$ cat config.mk
export PLATFORM = sky130hd
export DESIGN_NAME = fetch_responder
export DESIGN_NICKNAME = d
export VERILOG_FILES = /design/src/rtl/fetch_responder.sv
export SDC_FILE = /design/constraint.sdc
export NUM_CORES = 1
export LEC_CHECK = 0
export ABC_AREA = 1
export CAP_MARGIN = 20
export CELL_PAD_IN_SITES_DETAIL_PLACEMENT = 0
export CELL_PAD_IN_SITES_GLOBAL_PLACEMENT = 1
export CORE_ASPECT_RATIO = 1.5
export CORE_MARGIN = 2
export CORE_UTILIZATION = 39
export DETAILED_ROUTE_END_ITERATION = 7
export GPL_ROUTABILITY_DRIVEN = 0
export PLACE_DENSITY_LB_ADDON = 0.1
export SYNTH_ARGS = -nofsm -noshare
export SYNTH_HDL_FRONTEND = slang
export SYNTH_SLANG_ARGS = --single-unit
$ cat constraint.sdc
create_clock -name clk -period 3.7 [get_ports clk]
set_input_delay 0.555 -clock clk [delete_from_list [all_inputs] [get_ports clk]]
set_output_delay 0.555 -clock clk [all_outputs]
set_load 0.005 [all_outputs]
$ cat src/rtl/fetch_responder.sv
// fetch_responder: single-line instruction fetch buffer sitting between the core's
// fetch port and a slower backing memory. Misses refill the whole line one word per
// mem_valid beat; data/stall are combinational from the buffered line.
// Optional feature macro: EARLY_RESTART_EN (critical-word-first fill plus hits from a
// partially filled line).
module fetch_responder #(
    parameter int LINE_WORDS = 4,
    parameter int ADDR_BITS  = 64
) (
    input  logic                 clk,
    input  logic                 reset,
    input  logic [ADDR_BITS-1:0] addr,
    input  logic                 read_en,
    output logic [31:0]          data,
    output logic                 stall,
    output logic                 mem_req,
    output logic [ADDR_BITS-1:0] mem_addr,
    input  logic                 mem_valid,
    input  logic [31:0]          mem_rdata
);
    localparam int OFF      = $clog2(LINE_WORDS);
    localparam int TAG_BITS = ADDR_BITS - OFF - 2;
    localparam logic [OFF:0] LAST_BEAT = (OFF+1)'(LINE_WORDS - 1);

    localparam logic [0:0] IDLE = 1'b0;
    localparam logic [0:0] FILL = 1'b1;

    logic [31:0]           words [LINE_WORDS];
    logic [TAG_BITS-1:0]   tag;
    logic                  line_valid;
    logic [LINE_WORDS-1:0] wvalid;
    logic [0:0]            state;
    logic [OFF-1:0]        cnt;
    logic [TAG_BITS-1:0]   fill_tag;
    logic [OFF:0]          done_cnt;

    logic [OFF-1:0]        req_index;
    logic [TAG_BITS-1:0]   req_tag;
    logic                  hit;
    logic                  partial_hit;
    logic                  served;
    logic                  beat;
    logic [OFF-1:0]        start_beat;
    logic                  unused_addr_bits;

    assign req_index        = addr[OFF+1:2];
    assign req_tag          = addr[ADDR_BITS-1:OFF+2];
    assign unused_addr_bits = ^addr[1:0];

    assign hit    = read_en & line_valid & (tag == req_tag);
    assign beat   = (state == FILL) & mem_valid;
    assign served = hit | partial_hit;

`ifdef EARLY_RESTART_EN
    // Words already delivered for the line being filled can be served before the
    // line completes, and the fill begins at the word the core actually asked for.
    assign partial_hit = read_en & (state == FILL) & (fill_tag == req_tag) & wvalid[req_index];
    assign start_beat  = req_index;
`else
    logic unused_wvalid;

    assign partial_hit  = 1'b0;
    assign start_beat   = '0;
    assign unused_wvalid = ^wvalid;
`endif

    // Beat request is simply "a fill is in progress"; the address walks the line via cnt.
    assign mem_req  = (state == FILL);
    assign mem_addr = (state == FILL) ? {fill_tag, cnt, 2'b00} : '0;

    // Fetch port: zero with no request, buffered word when available, stall otherwise.
    always_comb begin
        data  = 32'd0;
        stall = 1'b0;
        if (read_en) begin
            if (served) begin
                data = words[req_index];
            end else begin
                stall = 1'b1;
            end
        end
    end

    // Control FSM: start a fill on a miss, count accepted beats, publish the line when done.
    always_ff @(posedge clk) begin
        if (reset) begin
            state      <= IDLE;
            line_valid <= 1'b0;
            wvalid     <= '0;
            cnt        <= '0;
            done_cnt   <= '0;
            tag        <= '0;
            fill_tag   <= '0;
        end else if (state == IDLE) begin
            if (read_en && !hit) begin
                fill_tag   <= req_tag;
                line_valid <= 1'b0;
                wvalid     <= '0;
                cnt        <= start_beat;
                done_cnt   <= '0;
                state      <= FILL;
            end
        end else if (mem_valid) begin
            wvalid[cnt] <= 1'b1;
            cnt         <= cnt + OFF'(1);
            done_cnt    <= done_cnt + (OFF+1)'(1);
            if (done_cnt == LAST_BEAT) begin
                line_valid <= 1'b1;
                tag        <= fill_tag;
                state      <= IDLE;
            end
        end
    end

    // Line storage: capture each returned word at the slot the current beat targets.
    always_ff @(posedge clk) begin
        if (!reset && beat) begin
            words[cnt] <= mem_rdata;
        end
    end
endmodule

==> metrics <==
outcome=complete, no violations; Row Count=75; most frequent cells in the layout=nand2_1, clkdlybuf4s50_1, inv_1; # Post-CTS Setup Buffers=0; Most common cell on crit path=nand2_1; vias in the first global route=between 8,000 and 9,000; Worst Hold Depth=2; Slew Limit Fails=0; top cells by area, synth=edfxtp_1, dfxtp_1, nand2_1; hold endpoint=line_valid; initial antenna violation count=2; area delta synth->final=28.68%; CTS tree=done; DRT Pass-1 Iters=5; largest fanout on the critical path=33; Setup-failing EPs final=0; cts hold-fix bufs=0; Place WS=0.1094 ns; Num CTS Buffers=26; die width=141.7 µm; setup ws final=between 0.1 and 0.15 ns; clk root buf=clkbuf_16; Synth area leader=edfxtp_1; Fin Setup TNS=0 ns; WS Path Type=in2out; Max stage delay on crit path=0.56 ns; routed via count=9,257; final WL=31,530 µm; cell area power density=about 440 nW/µm²; port bufs=approximately 190; largest net degree at the start of global routing=between 90 and 100; Final min period=3.594 ns; worst skew pair latency=0.53 ns; drt via density=4.911; Max VDD drop=0.2973 mV; Longest Clk Path Bufs=3; Chip Height=210.6 µm; Worst Hold Class=reg2reg; first-pass GRT wire length=around 49,000 µm; fill count=2,748; drt drc=0; layout cells sized above 1=5.202%; Initial Utilization=39.69%; r2r worst-path depth=14; Mapped Cells=1,350; commonest non-fill, non-tap cell in the layout=nand2_1; Fin. Hold Viols=0; worst path arrival time=3.04 ns; register area share after synthesis=~58%; starting DRC count in detailed routing=456; crit-path cells=clkdlybuf4s50_1 -> inv_1 -> nand2_1 -> nand2_1 -> nor2_1 -> nand2_1 -> nor2_1 -> nand2_1 -> nor2_2 -> nand2_2 -> buf_12 -> a21oi_1 -> clkdlybuf4s50_1; MaxCap Viol Count=0; Startpoint Class=input port; Syn Area/Cell=8.221 µm²; RSZ-0062 raised after global routing=no; Crit Reg-Reg Endpoint=fill_tag[35]; Num Clock Sinks=255; hpwl dp=20,560 µm; Post-Synthesis Cell Area=roughly 11,000 µm²; Seq cells post-synth=roughly 260; post-route antenna net violation count=0; Req. time, crit path=3.14 ns; Rel. slew slack=42.24%; Slew @ Worst Pin=between 0.8 and 0.9 ns; Nets=1,624; Worst setup EP type=output pin; CP max stage cell=clkdlybuf4s50_1; reg2reg setup slack=1.32 ns; top cell type's share of synthesized area=34.63%; H-tree Lvls=1; maximum clock rate=0.2783 GHz; I/O pin cnt=198; clock slew at reported path FFs=0.07 ns; Worst R2R Start=tag[24]; number of gates resized after cts=0; Cell variety after synth=24; Die ar.=29,850 µm²; total core area=27,960 µm²; Final period util=97.13%; yosys synthesis warning count=0; GRT Total Usage=a little over a fifth; Max Clock Skew=approximately 0.016 ns; hold_sp=line_valid; GRT overflow=0; Leak Pwr=5.730 nW; drt wl/cell=about 17 µm
==> critical path: cells and delay by family <==
family                 cells  cell delay (ns)
AOI/OAI and AO/OA          1             0.25
buffers and inverters      4             1.32
and+or+nand+nor            8             0.88
==> sequential cells by signal, summed over array words and instances (netlist names) <==
signal,cells
words,128
fill_tag,60
tag,60
done_cnt,3
cnt,2
line_valid,1
mem_req,1
==> synth_stat cells <==
master and n:
xnor2_1 2, buf_6 6, clkinv_1 2, nor2_2 1, inv_2 1, nor2_1 171
buf_2 1, inv_1 169, buf_1 13, dfxtp_1 127, conb_1 1, a21oi_1 156
nand2_1 295, buf_4 2, a21boi_2 1, ha_1 6, o21ai_0 137, o21ai_1 1
nand3_1 71, clkbuf_1 56, nand3_4 1, o22ai_1 1, edfxtp_1 128, nand2_2 1
==> routing by layer <==
layer	track usage (%)	vias up	wire (µm)
li1	-	4685	-
met3	2.840	48	1549
met5	0	-	13
met4	6.552	2	946
met2	37.98	230	16160
met1	25.66	4292	12860
==> layout make-up <==
| cell class | count | area [µm²] | area share [%] |
|---|---|---|---|
| well taps | 346 | 432.9 | 3.031 |
| flip-flops and latches | 255 | 6387 | 44.73 |
| diodes | 1 | 2.502 | 0.01752 |
| clock buffers | 29 | 725.7 | 5.081 |
| multi-input cells | 846 | 3764 | 26.35 |
| clock inverters | 19 | 183.9 | 1.288 |
| inverters | 172 | 645.6 | 4.521 |
| repair buffers | 217 | 2140 | 14.98 |
==> power breakdown <==
group / leakage [nW] / total, mW / switching (mW) / internal [mW]
logic: 3.10 / 0.522 / 0.299 / 0.222
registers: 2.19 / 3.05 / 0.0376 / 3.02
clock network: 0.440 / 2.74 / 1.12 / 1.62
total: 5.73 / 6.32 / 1.46 / 4.86
==> cell families after synthesis <==
group                      count (synthesis)  synth area share (%)
other                                      1               0.03379
and+or+nand+nor                          540                 19.23
adders and majority gates                  6                0.6764
DFF                                      255                 57.54
buffers and inverters                    250                 8.940
AOI/OAI and AO/OA                        296                 13.42
xor gates and xnor gates                   2                0.1579
==> worst max path at each step <==
stage | from | endpoint | slack (ns) | cells after the start
after detailed placement | addr[28] | data[29] | 0.11 | 13
after CTS | addr[28] | data[29] | 0.10 | 13
final | addr[28] | data[29] | 0.11 | 13
after global placement | addr[28] | data[29] | 0.11 | 13
after floorplan | reset | words[0][0] | 0.71 | 5
after global routing | addr[28] | data[29] | 0.0008 | 13
==> metrics by stage <==
stage                     std cells  total power [mW]  instance area, µm²  util (%)  hold WS [ns]
final                          1885             6.317               14280     51.07        0.4663
after global routing           1885             6.561               14280     51.07        0.4833
after CTS                      1884             6.387               14280     51.06        0.4654
after detailed placement       1836             3.643               13370     47.81        0.4547
after global placement         1836             3.637               13370     47.81        0.4481
after floorplan                1351             3.360               11100         -        0.4327
Power figures use the tool's default switching activity.
